## src/rtl/boolean_sample_controller_pkg.sv

```systemverilog
// Shared definitions for the Boolean sampling controller.
// Holds the problem sizing, the LFSR seed, the FSM state encodings and
// the helper that folds a raw LFSR slice into a legal variable index.
package boolean_sample_controller_pkg;

  localparam int NUMBER_OF_BOOLEAN_VARIABLES        = 8;
  localparam int BIT_WIDTH_OF_BOOLEAN_VARIABLE_INDEX = 3;
  localparam int COST_WIDTH                         = 8;
  localparam logic [15:0] LFSR_SEED                 = 16'hACE1;

  localparam logic [2:0] ST_IDLE      = 3'd0;
  localparam logic [2:0] ST_PROPOSE   = 3'd1;
  localparam logic [2:0] ST_EVAL_REQ  = 3'd2;
  localparam logic [2:0] ST_EVAL_WAIT = 3'd3;
  localparam logic [2:0] ST_DONE      = 3'd4;

  // Because N <= 2^W < 2N, a single conditional subtraction of N always
  // lands the raw slice inside 0..N-1.
  function automatic logic [BIT_WIDTH_OF_BOOLEAN_VARIABLE_INDEX-1:0] fold_index(
    input logic [BIT_WIDTH_OF_BOOLEAN_VARIABLE_INDEX-1:0] raw
  );
    int unsigned r;
    r = int'(raw);
    if (r >= NUMBER_OF_BOOLEAN_VARIABLES) r = r - NUMBER_OF_BOOLEAN_VARIABLES;
    return BIT_WIDTH_OF_BOOLEAN_VARIABLE_INDEX'(r);
  endfunction

endpackage

```

## src/rtl/boolean_sample_controller_lfsr16.sv

```systemverilog
// 16-bit Fibonacci LFSR, polynomial x^16+x^14+x^13+x^11+1.
// Ports:
//   clk, rst_n  : clock and asynchronous active-low reset (loads SEED)
//   shift_en    : advance one step at the next clock edge
//   value       : current register contents
module lfsr16 #(
  parameter logic [15:0] SEED = 16'hACE1
) (
  input  logic        clk,
  input  logic        rst_n,
  input  logic        shift_en,
  output logic [15:0] value
);

  logic feedback;

  // Taps 16,14,13,11 map to bits 15,13,12,10 of a left-shifting register.
  assign feedback = value[15] ^ value[13] ^ value[12] ^ value[10];

  always_ff @(posedge clk or negedge rst_n) begin
    if (!rst_n) begin
      value <= SEED;
    end else if (shift_en) begin
      value <= {value[14:0], feedback};
    end
  end

endmodule

```

## src/rtl/boolean_sample_controller.sv

```systemverilog
// Boolean sampling controller for the MCMC constraint solver.
// Owns the committed Boolean assignment, picks a flip index from an LFSR,
// drives the external proposer, hands the proposal to the cost evaluator and
// makes a Metropolis-style accept/reject decision on the returned delta.
// Ports:
//   in_clk / in_reset_n                : clock, async active-low reset
//   in_start, in_initial_assignment_boolean, in_iterations : run launch
//   out_current_assignment_boolean, out_variable_to_be_changed_index,
//   out_propose_enable, in_new_assignment_boolean         : proposer link
//   out_eval_valid, in_eval_ready, out_proposed_assignment_boolean : to evaluator
//   in_result_valid, in_delta_cost     : evaluator result
//   out_busy, out_done, out_accept_count : run status
//   out_debug_state, out_debug_lfsr    : FSM state and LFSR contents
module boolean_sample_controller
  import boolean_sample_controller_pkg::*;
(
  input  logic                                           in_clk,
  input  logic                                           in_reset_n,
  input  logic                                           in_start,
  input  logic [0:NUMBER_OF_BOOLEAN_VARIABLES-1]         in_initial_assignment_boolean,
  input  logic [15:0]                                    in_iterations,
  output logic [0:NUMBER_OF_BOOLEAN_VARIABLES-1]         out_current_assignment_boolean,
  output logic [BIT_WIDTH_OF_BOOLEAN_VARIABLE_INDEX-1:0] out_variable_to_be_changed_index,
  output logic                                           out_propose_enable,
  input  logic [0:NUMBER_OF_BOOLEAN_VARIABLES-1]         in_new_assignment_boolean,
  output logic                                           out_eval_valid,
  input  logic                                           in_eval_ready,
  output logic [0:NUMBER_OF_BOOLEAN_VARIABLES-1]         out_proposed_assignment_boolean,
  input  logic                                           in_result_valid,
  input  logic signed [COST_WIDTH-1:0]                   in_delta_cost,
  output logic                                           out_busy,
  output logic                                           out_done,
  output logic [15:0]                                    out_accept_count,
  output logic [2:0]                                     out_debug_state,
  output logic [15:0]                                    out_debug_lfsr
);

  logic [2:0]  state;
  logic [15:0] remaining;
  logic [15:0] lfsr_value;
  logic        lfsr_shift;
  logic        decide;
  logic        accept;

  // Handshake: out_eval_valid is a flop raised at the end of PROPOSE and
  // cleared only on the cycle where it is high together with in_eval_ready;
  // the proposal register is untouched while it is high. in_result_valid is
  // a single-cycle pulse and is only consumed in EVAL_WAIT.
  assign decide     = (state == ST_EVAL_WAIT) && in_result_valid;
  assign lfsr_shift = (state == ST_PROPOSE) || decide;

  // Uses the pre-shift LFSR value of the decide cycle. A positive delta is
  // compared against a 7-bit uniform draw, so +127 can never be accepted.
  assign accept = in_delta_cost[COST_WIDTH-1] || (in_delta_cost == '0) ||
                  ({1'b0, lfsr_value[COST_WIDTH-2:0]} > $unsigned(in_delta_cost));

  lfsr16 #(.SEED(LFSR_SEED)) u_lfsr (
    .clk      (in_clk),
    .rst_n    (in_reset_n),
    .shift_en (lfsr_shift),
    .value    (lfsr_value)
  );

  // Index is only meaningful while proposing; zero elsewhere keeps the
  // proposer input quiet and matches the reset value.
  assign out_variable_to_be_changed_index =
    (state == ST_PROPOSE) ? fold_index(lfsr_value[BIT_WIDTH_OF_BOOLEAN_VARIABLE_INDEX-1:0]) : '0;
  assign out_propose_enable = (state == ST_PROPOSE);
  assign out_busy           = (state != ST_IDLE);
  assign out_done           = (state == ST_DONE);
  assign out_debug_state    = state;
  assign out_debug_lfsr     = lfsr_value;

  always_ff @(posedge in_clk or negedge in_reset_n) begin
    if (!in_reset_n) begin
      state                           <= ST_IDLE;
      remaining                       <= '0;
      out_accept_count                <= '0;
      out_current_assignment_boolean  <= '0;
      out_proposed_assignment_boolean <= '0;
      out_eval_valid                  <= 1'b0;
    end else begin
      case (state)
        ST_IDLE: begin
          if (in_start) begin
            out_current_assignment_boolean <= in_initial_assignment_boolean;
            remaining                      <= in_iterations;
            out_accept_count               <= '0;
            state <= (in_iterations == 16'd0) ? ST_DONE : ST_PROPOSE;
          end
        end
        ST_PROPOSE: begin
          out_proposed_assignment_boolean <= in_new_assignment_boolean;
          out_eval_valid                  <= 1'b1;
          state                           <= ST_EVAL_REQ;
        end
        ST_EVAL_REQ: begin
          if (out_eval_valid && in_eval_ready) begin
            out_eval_valid <= 1'b0;
            state          <= ST_EVAL_WAIT;
          end
        end
        ST_EVAL_WAIT: begin
          if (decide) begin
            if (accept) begin
              out_current_assignment_boolean <= out_proposed_assignment_boolean;
              if (out_accept_count != 16'hFFFF) out_accept_count <= out_accept_count + 16'd1;
            end
            remaining <= remaining - 16'd1;
            state     <= (remaining == 16'd1) ? ST_DONE : ST_PROPOSE;
          end
        end
        ST_DONE: begin
          state <= ST_IDLE;
        end
        default: begin
          state <= ST_IDLE;
        end
      endcase
    end
  end

endmodule
```

## config.mk

```make
export PLATFORM = sky130hd
export DESIGN_NAME = boolean_sample_controller
export DESIGN_NICKNAME = d
export VERILOG_FILES = /design/src/rtl/boolean_sample_controller_pkg.sv /design/src/rtl/boolean_sample_controller_lfsr16.sv /design/src/rtl/boolean_sample_controller.sv
export SDC_FILE = /design/constraint.sdc
export NUM_CORES = 1
export LEC_CHECK = 0
export BUFFER_PORTS_ARGS = -buffer_cell sky130_fd_sc_hd__buf_2
export CORE_UTILIZATION = 53
export CTS_CLUSTER_DIAMETER = 100
export DETAILED_ROUTE_END_ITERATION = 16
export HOLD_SLACK_MARGIN = 0.06
export PLACE_DENSITY = 0.84
export SLEW_MARGIN = 20
export SYNTH_ARGS = -nofsm -noshare
export SYNTH_HDL_FRONTEND = slang
export SYNTH_SLANG_ARGS = --single-unit
export TNS_END_PERCENT = 1
```

## constraint.sdc

```tcl
create_clock -name in_clk -period 2.8 [get_ports in_clk]
set_clock_uncertainty 0.2 [all_clocks]
set_input_delay 0.28 -clock in_clk [delete_from_list [all_inputs] [get_ports in_clk]]
set_output_delay 0.28 -clock in_clk [all_outputs]
set_load 0.005 [all_outputs]
```

==> results.cfg <==
[cts]
clock_sinks = 68
numCtsBuffers = 9
root_buffer = clkbuf_8
clk_latency_ns = 0.37
clkTransAtPathRegs_ns = 0.08
cts_tree = done
clockBufferDepth = 2
htreeDepth = 3
cts_setup_buffers = 0

[logic_synthesis]
ys_seq_area_frac = 0.452
synth.avg_cell_area_um2 = 9.56
synth-main-ff-cell = dfrtp_1
yosys_warnings = 0
syn_area_um2 = 3790
yosysUniqueCellTypes = 58
async_flop_share = 1.00
ys_ff_latch = 68
syn-instance-count = 396
syn_nets = 451
synth_edf_count = 0

[setup_path]
cp.required_ns = 2.86
arrival_ns = 2.75
crit_path_max_fanout = 6
startpoint_type = flop
rrSetupSlack_ns = 0.11
critPathKind = reg2reg
end_kind = flop

[sta]
finalSetupViolations = 0
worst_slew_pin_slew_ns = 0.735
rsz0062_at_grt = false
max_slew_margin = 0.510
timing.final.crit_share = 0.960
hold_viol_final = 0
slew_viol_final = 0
final.setup.tns_ns = 0
max_freq_ghz = 0.372
post-route-min-period_ns = 2.69

[layout]
drive_above_1_share = 0.337
final_cell_area_um2 = 4930
nNetsFinal = 584
instances_no_fill = 631
area_delta_synth_final_pct = 30.3

[pwr]
cellPowerDensity_nw_per_um2 = 812
ir_worst_vdd_uv = 474
total_power_uw = 4010
power.leakage_uw = 0.00226

[floorplan]
io_pins = 103
core_um2 = 6830
dieHeight_um = 86.5
die_x_um = 86.5
num_rows = 30
start_util = 0.554
fp.dieArea_um2 = 7490

[routing]
dr.pass1.iters = 5
drtIter0Drc = 365
drcViolationCount = 0
drt_wl_total_mm = 10.8
wire_per_inst_um = 17.1
drt-vias-per-instance = 6.00
ant_nets = 0
via_count = 3785

[place]
dpl.cell_count = 585
port_buffers = 102
place_area_um2 = 4420
dp_hpwl_mm = 7.04
routabilityCongestion = 0.841

[run]
cap_violations = 0

[global_routing]
antenna_found_initial = 0
track_usage = 0.305
overflow = 0
grt_pass1_wl_mm = 17.4
grt_max_degree = 52
grt_pass1_vias = 3590

[min_path]
hold_path.class = in2reg

[outcome]
status = finished clean
## cells in the final DEF, fill, tap and decap left out, types with 6 or more instances in the layout
cell type and n:
buf_2 102, dfrtp_1 60, nand2_1 43, nor2_1 33
dlygate4sd3_1 29, o21ai_0 26, mux2_2 23, a21oi_1 22
nand3_1 15, inv_1 14, nor3_1 12, buf_4 12
nor4_1 10, ha_1 10, a31oi_1 9, clkbuf_8 9
or3_1 8, dfstp_2 8, nand4_1 6
## synth_stat cells (4+ instances only)
| library cell | instances | area share |
|---|---|---|
| ha_1 | 10 | 0.033 |
| a211oi_1 | 4 | 0.0079 |
| and3_1 | 5 | 0.0083 |
| nor2_1 | 33 | 0.033 |
| nand4_1 | 6 | 0.0099 |
| mux2_2 | 23 | 0.068 |
| a21oi_1 | 22 | 0.029 |
| nor3_1 | 12 | 0.016 |
| or3_1 | 8 | 0.013 |
| or2_2 | 4 | 0.0066 |
| o21ai_0 | 26 | 0.034 |
| nand2_1 | 43 | 0.043 |
| dfstp_2 | 8 | 0.056 |
| nand3_1 | 15 | 0.020 |
| dfrtp_1 | 60 | 0.40 |
| nor4_1 | 10 | 0.017 |
| a31oi_1 | 9 | 0.015 |
| inv_1 | 14 | 0.014 |
| clkbuf_1 | 15 | 0.015 |
## through the flow
| step | utilization | hold WS (ns) | setup slack, ns |
|---|---|---|---|
| 2_1_floorplan | - | -0.216 | 0.198 |
| 3_3_place_gp | 0.647 | 0.0534 | 0.266 |
| 3_5_place_dp | 0.647 | 0.0586 | 0.187 |
| 4_1_cts | 0.719 | 0.0635 | 0.104 |
| 5_1_grt | 0.722 | 0.0837 | 0.0676 |
| 6_report | 0.722 | 0.0654 | 0.112 |
## sequential cells by signal, indices dropped and copies added (netlist names)
signal,count
remaining,16
u_lfsr.value,16
out_eval_valid,1
out_proposed_assignment_boolean,8
out_accept_count,16
out_current_assignment_boolean,8
out_debug_state,3
## timing repair
| item | in CTS | in global routing |
|---|---|---|
| hold buffers | 29 | 0 |
| gates resized for setup | 0 | 2 |
| hold endpoints to repair | 46 | 0 |
| setup endpoints to repair | 0 | 5 |
## layout make-up
class / instances / area (um2)
multi-input cells: 292 / 1930
fillers: 500 / 1900
flip-flops and latches: 68 / 1710
repair buffers: 144 / 911
clock buffers: 9 / 124
well taps: 96 / 120
clock inverters: 7 / 81.3
inverters: 14 / 52.6
diodes: 1 / 2.50
## worst paths after layout
check                                      start             endpoint  depth (start not counted)
worst max-delay path             u_lfsr.value[0]  out_accept_count[8]                          8
worst min-delay path            in_iterations[6]         remaining[6]                          3
worst max register to register   u_lfsr.value[0]  out_accept_count[8]                          8
worst min register to register      remaining[8]         remaining[8]                          2
max in group asynchronous             in_reset_n      u_lfsr.value[0]                          3
min in group asynchronous             in_reset_n         remaining[3]                          2
## cell families (layout without fill, tap and decap cells)
group           count (synthesis)  in the layout  synth area share
mux                            26             26            0.0763
other cells                     0              1                 0
simple gates                  158            158             0.216
xor+xnor                        3              3           0.00694
fa+ha+maj                      10             10            0.0330
buf+inv                        36            174            0.0423
flops                          68             68             0.452
compound gates                 95             95             0.173
## layer usage
metal / up-vias / routed length [um] / track usage / share of wire
met4: 0 / 454 / 0.152 / 0.042
li1: 1724 / - / - / -
met5: - / 0 / 0 / 0
met2: 187 / 5300 / 0.493 / 0.49
met1: 1829 / 4430 / 0.388 / 0.41
met3: 45 / 618 / 0.0667 / 0.057
## worst max-delay path, stage by stage (launching register included)
cell,delay (ns)
dfstp_2,0.57
inv_1,0.07
ha_1,0.18
nand2b_1,0.14
a211oi_1,0.23
o21bai_1,0.15
and2_1,0.24
or4_4,0.56
o41ai_2,0.24
## power by group
group	switching (uW)	total (uW)	internal, uW
registers	258	1520	1260
logic	957	1630	675
clock network	431	856	425
(Power assumes the default switching activity.)
